<file path="src/rtl/channel_service_scheduler_pkg.sv">
// Shared types and constants for the channel service scheduler.
package sched_pkg;

  localparam int N_CHAN_DEF     = 8;
  localparam int DATA_W_DEF     = 8;
  localparam int PRIO_W_DEF     = 3;
  localparam int RD_LATENCY_DEF = 2;
  localparam int PRI_LAG_DEF    = 3;
  localparam int BURST_MAX_DEF  = 16;

  typedef enum logic [2:0] {
    IDLE,
    GRANT,
    WAIT,
    PRESENT,
    GAP
  } sched_state_e;

  localparam logic [2:0] CHAN_EMPTY = 3'd0;
  localparam logic [2:0] CHAN_FULL  = 3'd6;
  localparam logic [2:0] CHAN_RSVD  = 3'd7;

  localparam int             AGE_W   = 4;
  localparam logic [AGE_W-1:0] AGE_MAX = '1;

endpackage

</file>
<file path="src/rtl/channel_service_scheduler_if.sv">
// Channel-head bank and output stream seen by the scheduler; master = scheduler side.
interface channel_service_scheduler_if #(
  parameter int N_CHAN = 8,
  parameter int DATA_W = 8,
  parameter int PRIO_W = 3
);
  localparam int CHW = $clog2(N_CHAN);

  logic                       sched_enable;
  logic [N_CHAN-1:0]          chan_mask;
  logic [N_CHAN*PRIO_W-1:0]   chan_priority;
  logic [N_CHAN*DATA_W-1:0]   chan_data;
  logic [N_CHAN-1:0]          chan_rd_commit;
  logic                       out_valid;
  logic [DATA_W-1:0]          out_data;
  logic [CHW-1:0]             out_chan;
  logic                       out_ready;
  logic                       busy;

  modport master (
    input  sched_enable, chan_mask, chan_priority, chan_data, out_ready,
    output chan_rd_commit, out_valid, out_data, out_chan, busy
  );

  modport slave (
    output sched_enable, chan_mask, chan_priority, chan_data, out_ready,
    input  chan_rd_commit, out_valid, out_data, out_chan, busy
  );

endinterface

</file>
<file path="src/rtl/channel_service_scheduler_rr_prio_picker.sv">
// Combinational pick: highest priority among eligible channels, ties to the first index at/after rr_ptr.
// A saturated age outranks any priority, so aged channels win (still RR among themselves).
module rr_prio_picker
  import sched_pkg::*;
#(
  parameter int N_CHAN = 8,
  parameter int PRIO_W = 3,
  parameter int CHW    = $clog2(N_CHAN)
) (
  input  logic [N_CHAN*PRIO_W-1:0] prio,
  input  logic [N_CHAN-1:0]        elig,
  input  logic [CHW-1:0]           rr_ptr,
  input  logic [N_CHAN*AGE_W-1:0]  ages,
  output logic                     grant_vld,
  output logic [CHW-1:0]           grant_idx
);

  always_comb begin
    logic [PRIO_W:0] best_key;
    logic [PRIO_W:0] key;
    logic [CHW-1:0]  idx;
    grant_vld = 1'b0;
    grant_idx = '0;
    best_key  = '0;
    key       = '0;
    idx       = '0;
    // Strict '>' while walking from rr_ptr keeps the earliest tied index.
    for (int k = 0; k < N_CHAN; k++) begin
      idx = CHW'((int'(rr_ptr) + k) % N_CHAN);
      key = {(ages[idx*AGE_W +: AGE_W] == AGE_MAX), prio[idx*PRIO_W +: PRIO_W]};
      if (elig[idx] && (!grant_vld || key > best_key)) begin
        grant_vld = 1'b1;
        grant_idx = idx;
        best_key  = key;
      end
    end
  end

endmodule

</file>
<file path="src/rtl/channel_service_scheduler.sv">
// Drains channel-head FIFOs onto one valid/ready stream, highest fill priority first, in bursts per grant.
// Optional feature macro SCHED_AGING_EN: per-channel ages bound starvation of low-priority channels.
module channel_service_scheduler
  import sched_pkg::*;
#(
  parameter int N_CHAN     = N_CHAN_DEF,
  parameter int DATA_W     = DATA_W_DEF,
  parameter int PRIO_W     = PRIO_W_DEF,
  parameter int RD_LATENCY = RD_LATENCY_DEF,
  parameter int PRI_LAG    = PRI_LAG_DEF,
  parameter int BURST_MAX  = BURST_MAX_DEF
) (
  input logic clk,
  input logic rst_n,
  channel_service_scheduler_if.master sif
);

  localparam int CHW   = $clog2(N_CHAN);
  localparam int BCW   = $clog2(BURST_MAX + 1);
  localparam int GAP_W = 4;
  localparam logic [GAP_W-1:0] CAP_AT  = GAP_W'(RD_LATENCY - 1);
  localparam logic [GAP_W-1:0] LAG_AT  = GAP_W'(PRI_LAG - 1);
  localparam logic [BCW-1:0]   BMAX    = BCW'(BURST_MAX);
  localparam logic [CHW-1:0]   LAST_CH = CHW'(N_CHAN - 1);

  sched_state_e      state_q, state_d;
  logic [CHW-1:0]    rr_q, rr_d;
  logic [CHW-1:0]    g_q, g_d;
  logic [BCW-1:0]    burst_q, burst_d;
  logic [GAP_W-1:0]  gap_q, gap_d;
  logic [DATA_W-1:0] data_q, data_d;
  logic [CHW-1:0]    chan_q, chan_d;

  logic [N_CHAN-1:0]       elig;
  logic [N_CHAN*AGE_W-1:0] ages;
  logic                    grant_vld;
  logic [CHW-1:0]          grant_idx;
  logic                    idle_grant, cont_ok, gap_ok;

  always_comb begin
    elig = '0;
    for (int i = 0; i < N_CHAN; i++) begin
      elig[i] = sif.chan_mask[i]
             && (sif.chan_priority[i*PRIO_W +: PRIO_W] != PRIO_W'(CHAN_EMPTY))
             && (sif.chan_priority[i*PRIO_W +: PRIO_W] != PRIO_W'(CHAN_RSVD));
    end
  end

  rr_prio_picker #(.N_CHAN(N_CHAN), .PRIO_W(PRIO_W), .CHW(CHW)) u_picker (
    .prio      (sif.chan_priority),
    .elig      (elig),
    .rr_ptr    (rr_q),
    .ages      (ages),
    .grant_vld (grant_vld),
    .grant_idx (grant_idx)
  );

  assign idle_grant = (state_q == IDLE) && sif.sched_enable && grant_vld;
  assign cont_ok    = sif.sched_enable && elig[g_q] && (burst_q < BMAX);
  // gap_q counts cycles since GRANT; at LAG_AT the next cycle may commit again.
  assign gap_ok     = (gap_q >= LAG_AT);

`ifdef SCHED_AGING_EN
  logic [N_CHAN*AGE_W-1:0] age_q, age_d;

  always_comb begin
    age_d = age_q;
    for (int i = 0; i < N_CHAN; i++) begin
      if (!elig[i]) begin
        age_d[i*AGE_W +: AGE_W] = '0;
      end else if (idle_grant) begin
        if (grant_idx == CHW'(i))
          age_d[i*AGE_W +: AGE_W] = '0;
        else if (age_q[i*AGE_W +: AGE_W] != AGE_MAX)
          age_d[i*AGE_W +: AGE_W] = age_q[i*AGE_W +: AGE_W] + 1'b1;
      end
    end
  end

  always_ff @(posedge clk or negedge rst_n) begin
    if (!rst_n) age_q <= '0;
    else        age_q <= age_d;
  end

  assign ages = age_q;
`else
  assign ages = '0;
`endif

  always_ff @(posedge clk or negedge rst_n) begin
    if (!rst_n) begin
      state_q <= IDLE;
      rr_q    <= '0;
      g_q     <= '0;
      burst_q <= '0;
      gap_q   <= '0;
      data_q  <= '0;
      chan_q  <= '0;
    end else begin
      state_q <= state_d;
      rr_q    <= rr_d;
      g_q     <= g_d;
      burst_q <= burst_d;
      gap_q   <= gap_d;
      data_q  <= data_d;
      chan_q  <= chan_d;
    end
  end

  always_comb begin
    state_d = state_q;
    rr_d    = rr_q;
    g_d     = g_q;
    burst_d = burst_q;
    gap_d   = (gap_q == '1) ? gap_q : gap_q + 1'b1;
    data_d  = data_q;
    chan_d  = chan_q;
    unique case (state_q)
      IDLE: begin
        if (idle_grant) begin
          state_d = GRANT;
          g_d     = grant_idx;
          rr_d    = (grant_idx == LAST_CH) ? '0 : grant_idx + 1'b1;
        end
      end
      GRANT: begin
        burst_d = burst_q + 1'b1;
        gap_d   = GAP_W'(1);
        state_d = WAIT;
      end
      WAIT: begin
        if (gap_q >= CAP_AT) begin
          data_d  = sif.chan_data[g_q*DATA_W +: DATA_W];
          chan_d  = g_q;
          state_d = PRESENT;
        end
      end
      // Accept can go straight to the next commit when the settle time has already elapsed.
      PRESENT, GAP: begin
        if (state_q == GAP || sif.out_ready) begin
          if (!gap_ok) begin
            state_d = GAP;
          end else if (cont_ok) begin
            state_d = GRANT;
          end else begin
            state_d = IDLE;
            burst_d = '0;
          end
        end
      end
      default: state_d = IDLE;
    endcase
  end

  always_comb begin
    sif.chan_rd_commit = '0;
    if (state_q == GRANT) sif.chan_rd_commit[g_q] = 1'b1;
  end

  assign sif.out_valid = (state_q == PRESENT);
  assign sif.out_data  = data_q;
  assign sif.out_chan  = chan_q;
  assign sif.busy      = (state_q != IDLE);

endmodule

</file>
<file path="src/flat_wrapper.sv">
// flat-port wrapper written by rule: the top's interface ports become plain ports
module channel_service_scheduler_flat import sched_pkg::*;
#(
  parameter int N_CHAN     = N_CHAN_DEF,
  parameter int DATA_W     = DATA_W_DEF,
  parameter int PRIO_W     = PRIO_W_DEF,
  parameter int RD_LATENCY = RD_LATENCY_DEF,
  parameter int PRI_LAG    = PRI_LAG_DEF,
  parameter int BURST_MAX  = BURST_MAX_DEF
)
  (clk, rst_n, sif_sched_enable, sif_chan_mask, sif_chan_priority, sif_chan_data, sif_out_ready, sif_chan_rd_commit, sif_out_valid, sif_out_data, sif_out_chan, sif_busy);
  channel_service_scheduler_if #(.N_CHAN(N_CHAN), .DATA_W(DATA_W), .PRIO_W(PRIO_W)) sif_i ();
  input logic clk;
  input logic rst_n;
  input wire logic [$bits(sif_i.sched_enable)-1:0] sif_sched_enable;
  input wire logic [$bits(sif_i.chan_mask)-1:0] sif_chan_mask;
  input wire logic [$bits(sif_i.chan_priority)-1:0] sif_chan_priority;
  input wire logic [$bits(sif_i.chan_data)-1:0] sif_chan_data;
  input wire logic [$bits(sif_i.out_ready)-1:0] sif_out_ready;
  output wire logic [$bits(sif_i.chan_rd_commit)-1:0] sif_chan_rd_commit;
  output wire logic [$bits(sif_i.out_valid)-1:0] sif_out_valid;
  output wire logic [$bits(sif_i.out_data)-1:0] sif_out_data;
  output wire logic [$bits(sif_i.out_chan)-1:0] sif_out_chan;
  output wire logic [$bits(sif_i.busy)-1:0] sif_busy;
  assign sif_i.sched_enable = sif_sched_enable;
  assign sif_i.chan_mask = sif_chan_mask;
  assign sif_i.chan_priority = sif_chan_priority;
  assign sif_i.chan_data = sif_chan_data;
  assign sif_i.out_ready = sif_out_ready;
  assign sif_chan_rd_commit = sif_i.chan_rd_commit;
  assign sif_out_valid = sif_i.out_valid;
  assign sif_out_data = sif_i.out_data;
  assign sif_out_chan = sif_i.out_chan;
  assign sif_busy = sif_i.busy;
  channel_service_scheduler #(.N_CHAN(N_CHAN), .DATA_W(DATA_W), .PRIO_W(PRIO_W), .RD_LATENCY(RD_LATENCY), .PRI_LAG(PRI_LAG), .BURST_MAX(BURST_MAX)) u_core (.clk(clk), .rst_n(rst_n), .sif(sif_i));
endmodule
</file>
<file path="config.mk">
export PLATFORM = sky130hd
export DESIGN_NAME = channel_service_scheduler_flat
export DESIGN_NICKNAME = d
export VERILOG_FILES = /design/src/rtl/channel_service_scheduler_pkg.sv /design/src/rtl/channel_service_scheduler_if.sv /design/src/rtl/channel_service_scheduler_rr_prio_picker.sv /design/src/rtl/channel_service_scheduler.sv /design/src/flat_wrapper.sv
export SDC_FILE = /design/constraint.sdc
export NUM_CORES = 1
export LEC_CHECK = 0
export BUFFER_PORTS_ARGS = -buffer_cell sky130_fd_sc_hd__buf_4
export CAP_MARGIN = 0
export CELL_PAD_IN_SITES_DETAIL_PLACEMENT = 1
export CELL_PAD_IN_SITES_GLOBAL_PLACEMENT = 1
export CORE_MARGIN = 2
export CORE_UTILIZATION = 40
export CTS_CLUSTER_DIAMETER = 120
export DETAILED_ROUTE_END_ITERATION = 10
export PLACE_DENSITY = 0.78
export SYNTH_ARGS = -nofsm -noshare
export SYNTH_HDL_FRONTEND = slang
export SYNTH_SLANG_ARGS = --single-unit
</file>
<file path="constraint.sdc">
create_clock -name clk -period 22 [get_ports clk]
set_input_delay 1.1 -clock clk [delete_from_list [all_inputs] [get_ports clk]]
set_output_delay 1.1 -clock clk [all_outputs]
set_load 0.01 [all_outputs]
</file>
Word-level counts from Yosys, hierarchy flattened
Cells that the tools add are included.

operators by class
  bitwise gates (word level) = 0
  reduce and logical (&&, ||, !) cells = 59
  shifts and indexed selects = 17
  div/mod/pow operators = 0
  add/sub/neg operators = 10
  $mul = 8
  order comparisons = 20
  eq/ne operators = 28
  mux-type cells = 57

operators by type and width
  cell                     count
  $shiftx 32x6->4 const A  8
  $shiftx 24x6->3          8
  $shiftx 64x7->8          1
  $mul 3x2->5 const B      8
  $mux 3                   13
  $eq 4x4->1 const B       9
  $lt 3x4->1 const B       9
  $mux 4                   9
  $gt 4x4->1               7
  $logic_and 1x1->1        28
  $bmux 1 s3               9
  $reduce_bool 3->1        9
  $ne 3x3->1 const B       8
  $mux 1                   19
  $mux 5                   3
  $add 3x3->3 const B      4
  $pmux 3 s4               1
  $pmux 5 s2               1
  $logic_or 1x1->1         8
  $mux 8                   1
  $ne 2x1->1 const B       4
  $logic_not 1->1          7
  $add 3x1->3 const B      2
  $add 3x2->3 const B      2
  17 further kinds         21

storage, ports and cells
  bits in registers = 29
  bits in writable memories = 0
  output and inout port bits = 21
  memories kept = 0
  ROM bits = 0
  latch bits = 0

Depth between registers and ports, before layout
  depth after elaboration = 37
  gate-level depth with buffers = 74
  mapped depth without buffers = 66

By module
Synthesis repeated with hierarchy kept, for this count alone.

second synthesis, totals
  cell total of the unflattened synthesis = 600
  area total of the unflattened synthesis = 5,403.9 um^2

modules (own cells, without submodules)
  module                     times used  cells an instance  area an instance (um^2)
  rr_prio_picker             1           391                3,225.6
  channel_service_scheduler  1           209                2,178.3

Worst setup path before layout
No wires, ideal clock.

  kind = register to register
  start = register u_core.rr_q[1]
  end = register u_core.rr_q[0]
  setup time = 0.067 ns
  data required time = 21.933 ns
  path buffers = 7
  clock period less this slack = 12.915 ns
  arrival time = 12.849 ns
  stages on the path, launching flop included = 69
  path slack = 9.085 ns
  cells stage by stage = dfrtp_1 clkbuf_1 clkinv_1 clkbuf_1 ha_1 clkbuf_1 clkbuf_1 mux4_1 mux2_2 ha_1 o21ai_0 a32oi_1 a21oi_1 nor3_1 a21o_1 ha_1 nor2b_1 o21a_1 [33 not listed] a21bo_1 buf_2 inv_1 o31ai_1 ha_1 a21o_1 a21oi_1 a31oi_1 nand2_1 o21ai_2 a21o_1 nor3_1 a21oi_1 ha_1 ha_1 or3_1 nor3_1 a221o_1

between the ends
  word-level cells in the longest chain between the ends = 33

ends and longest elaborated chain
  element                                               RTL line                                        RTL
  start: declaration                                    channel_service_scheduler.sv:27                 logic [CHW-1:0] rr_q, rr_d;
  start signal: assignment                              channel_service_scheduler.sv:101                rr_q <= rr_d;
  $add 3x1->3, or another cell as far along             channel_service_scheduler_rr_prio_picker.sv:29  idx = CHW'((int'(rr_ptr) + k) % N_CHAN);
  $mul 3x2->5, or another cell as far along             channel_service_scheduler_rr_prio_picker.sv:30  key = {(ages[idx*AGE_W +: AGE_W] == AGE_MAX), prio[idx*PRIO_W +: PRIO_W]};
  $shiftx 24x6->3, or another cell as far along         channel_service_scheduler_rr_prio_picker.sv:30
  $gt 4x4->1 / $logic_not 1->1 (equally long branches)  channel_service_scheduler_rr_prio_picker.sv:31  if (elig[idx] && (!grant_vld || key > best_key)) begin
  $logic_or 1x1->1                                      channel_service_scheduler_rr_prio_picker.sv:31
  $logic_and 1x1->1                                     channel_service_scheduler_rr_prio_picker.sv:31
  $mux 4 / $mux 1 (equally long branches)               channel_service_scheduler_rr_prio_picker.sv:31
  $gt 4x4->1 / $logic_not 1->1 (equally long branches)  channel_service_scheduler_rr_prio_picker.sv:31
  [18 not listed]                                       -
  $mux 4 / $mux 1 (equally long branches)               channel_service_scheduler_rr_prio_picker.sv:31
  $gt 4x4->1 / $logic_not 1->1 (equally long branches)  channel_service_scheduler_rr_prio_picker.sv:31
  $logic_or 1x1->1                                      channel_service_scheduler_rr_prio_picker.sv:31
  $logic_and 1x1->1                                     channel_service_scheduler_rr_prio_picker.sv:31
  $mux 3 (*)                                            channel_service_scheduler_rr_prio_picker.sv:31
  named net u_core.grant_idx[0]                         channel_service_scheduler.sv:37                 logic [CHW-1:0] grant_idx;
  $add 3x1->3 / $eq 3x3->1 (equally long branches)      channel_service_scheduler.sv:123                rr_d = (grant_idx == LAST_CH) ? '0 : grant_idx + 1'b1;
  $mux 3 (*)                                            channel_service_scheduler.sv:123

The timed path passes the listed nets; every way through them passes the cells marked *. The select of a mux whose other input is x is not followed.
A chain may end at the register's enable or synchronous reset.

Worst setup path after layout
Ends and elaborated chain as after synthesis.

==> summary.md <==
| Metric | Value |
|---|---|
| Outcome | completed |
| Vias/cell | 6.19 |
| Area Overhead vs Synth | 22.6% |
| H-tree Lvls | 2 |
| Multi-input gate area | 4090 um2 |
| GRT Total Usage | 26.8% |
| CP startpoint kind | flip-flop |
| Mux share of post-synthesis cell area | between 20% and 30% |
| Primary FF master, synth | dfrtp_1 |
| Layout cells sized above 1 | 33.0% |
| Cell mode on critical path | ha_1 |
| Diode count | 0 |
| Post-DRT Antenna Nets | 0 |
| Residual DRC | 0 |
| MaxCap Viol Count | 0 |
| Largest net degree at the start of global routing | 57 |
| Initial core utilization | 40.6% |
| First-pass GRT wire length | 28200 um |
| Pre-Repair DR Iteration Count | 4 |
| Clk buf depth | 2 |
| CTS Buf Count | 5 |
| Gr ovfl total | 0 |
| Post-synth EDFFs | 0 |
| Sequential Area | just over 700 um2 |
| Die Y | 116 um |
| Post-Synth XOR/XNOR Area | 0.841% |
| Fill cells | around 1500 |
| Root Buffer | clkbuf_16 |
| Post-CTS setup buffers | 0 |
| Fin crit period | between 10 and 15 ns |
| Worst path arrival time | between 15 and 20 ns |
| Synth cell types | 84 |
| WP data required | 22.20 ns |
| Initial DRC count | 269 |
| Max Freq | approximately 0.067 GHz |
| Post-DP HPWL | 14600 um |
| Reg-to-reg slack, setup | 7.05 ns |
| Vias | 5213 |
| Post-synthesis sequential area ratio | about 14% |
| Clock tree sinks | 29 |
| Die width | around 120 um |
| Crit Path Max Fanout | 26 |
| Synth Area in Compound Gates | 22.0% |
| Net count after synthesis | 700 |
| Async SR Flop Fraction | 100% |
| Final period util | between 60% and 70% |
| Main combinational cell family by area after synthesis | multiplexers |
| Initial antenna violation count | 0 |
| Row cnt | 41 |
| Post-Synth Adder-Cell Area | 7.42% |
| Port buffer count | 120 |
| Syn Area/Cell | 8.87 um2 |
| Final #Nets | 799 |
| Final hold violations | 0 |
| Cts hold-fix bufs | 0 |
| Slew @ Worst Pin | 0.742 ns |
| Clk slew on worst S/H paths | 0.05 ns |
| Relative slew slack | 50.6% |
| Ys Warns | 0 |
| Max incr delay on CP | 0.83 ns |
| CP endpoint kind | flip-flop |
| Final slew viol count | 0 |
| Hold Path Class | reg -> reg |
| Final GP Congestion | 0.954 |
| I/O pin count | ~120 |
| Post-Route WL | 18200 um |
| CP max stage cell | ha_1 |
| Final setup violation count | 0 |
| Worst skew pair latency | 0.28 ns |
| Avg WL per Cell | roughly 22 um |
| Worst Skew | slightly below 0.007 ns |
| Mapped Area | 5060 um2 |
| RSZ-0062 raised after global routing | no |
| Synth Register Bits | 29 |
| Crit Path Class | reg -> reg |
| # resized after CTS | 0 |
| Die area | 13600 um2 |
| Vias in the first global route | 5338 |
| Gate count of the mapped netlist | 570 |
| TNS Setup | 0 ns |
| Placeable Area | 12500 um2 |
| CTS tree | yes |
| Synth Area in Simple Gates | about 21% |
[cell type report]
cell class | instances | share of cell area, %
clock buffers | 6 | 2.08
flip-flops and latches | 29 | 11.7
inverters | 23 | 1.39
repair buffers | 126 | 15.2
clock inverters | 2 | 0.161
multi-input cells | 484 | 65.9
well taps | 172 | 3.47
[registers in the layout, indices dropped and copies added, names as in the netlist]
register	count
u_core.state_q	3
u_core.gap_q	4
u_core.sif.out_chan	3
u_core.burst_q	5
u_core.sif.out_data	8
u_core.g_q	3
u_core.rr_q	3
[final timing paths]
| kind | from | end | depth (start not counted) |
|---|---|---|---|
| worst min-delay path | u_core.sif.out_data[4] | u_core.sif.out_data[4] | 2 |
| worst max-delay path | u_core.rr_q[1] | u_core.rr_q[0] | 62 |
| min in group asynchronous | rst_n | u_core.gap_q[3] | 1 |
| worst min register to register | u_core.sif.out_data[4] | u_core.sif.out_data[4] | 2 |
| worst max register to register | u_core.rr_q[1] | u_core.rr_q[0] | 62 |
| max in group asynchronous | rst_n | u_core.rr_q[0] | 1 |
[cells in the mapped netlist (8+ instances only)]
| cell type | instances | share of area [%] |
|---|---|---|
| a21oi_1 | 24 | 2.4 |
| inv_1 | 19 | 1.4 |
| ha_1 | 30 | 7.4 |
| buf_2 | 8 | 0.79 |
| mux4_2 | 27 | 12 |
| nand2_1 | 45 | 3.3 |
| mux2_2 | 21 | 4.7 |
| mux2i_1 | 44 | 8.7 |
| or3_1 | 8 | 0.99 |
| o21ai_0 | 34 | 3.4 |
| nor2b_1 | 9 | 1.1 |
| clkbuf_1 | 18 | 1.3 |
| o211ai_1 | 9 | 1.3 |
| o22ai_1 | 10 | 1.2 |
| nand3_1 | 30 | 3.0 |
| nor2_1 | 43 | 3.2 |
| dfrtp_1 | 29 | 14 |
| nor3_1 | 17 | 1.7 |
[cells by family (layout without fill, tap and decap cells)]
logic type | after synthesis | count (layout)
fa+ha+maj | 30 | 30
mux | 100 | 100
simple gates | 202 | 202
flops | 29 | 29
compound gates | 148 | 148
xor+xnor | 4 | 4
buf+inv | 57 | 157
[layout by cell type, fill, tap and decap left out, types with 5 or more instances in the layout]
master       n
a31oi_1      7
clkbuf_16    5
buf_4      126
o211ai_1     9
mux2_2      21
nand2_1     45
o2111ai_1    6
o22ai_1     10
inv_1       19
nor2_1      43
dfrtp_1     28
or3_1        8
nor2b_1      9
o21ai_0     34
ha_1        30
and3_1       5
mux4_2      27
nor3_1      17
a21oi_1     24
a21o_1       7
nand3_1     30
mux2i_1     44
and2_1       6
and4_1       5
[routing by layer]
metal	part of all wire, %	track usage, %	vias up
met1	40	32.5	2583
li1	-	-	2418
met3	5.3	2.59	42
met2	50	48.5	170
met4	3.8	10.9	0
met5	0	0	-
[stage by stage]
step                util (%)  setup WS, ns  instance area [um2]  hold WS [ns]  cells
finish                  49.8          7.05                 6200         0.476    842
CTS                     49.8          7.05                 6200         0.483    842
detailed placement      48.7          7.15                 6060         0.472    834
global route            49.8          5.94                 6200         0.506    842
floorplan                  -          9.08                 5060         0.468    570
global placement        48.7          8.08                 6060         0.467    834
[worst max-delay path, delay by kind of cell, from the launching register on]
kind	cells	cell delay (ns)
AOI/OAI and AO/OA	30	6.36
muxes	3	1.28
and+or+nand+nor	13	2.45
adders and majority gates	10	3.30
DFF	1	0.32
buffers and inverters	6	1.18
Power is not shown: default switching activity piles up to over one toggle a cycle in this logic, so the estimate is an artifact.
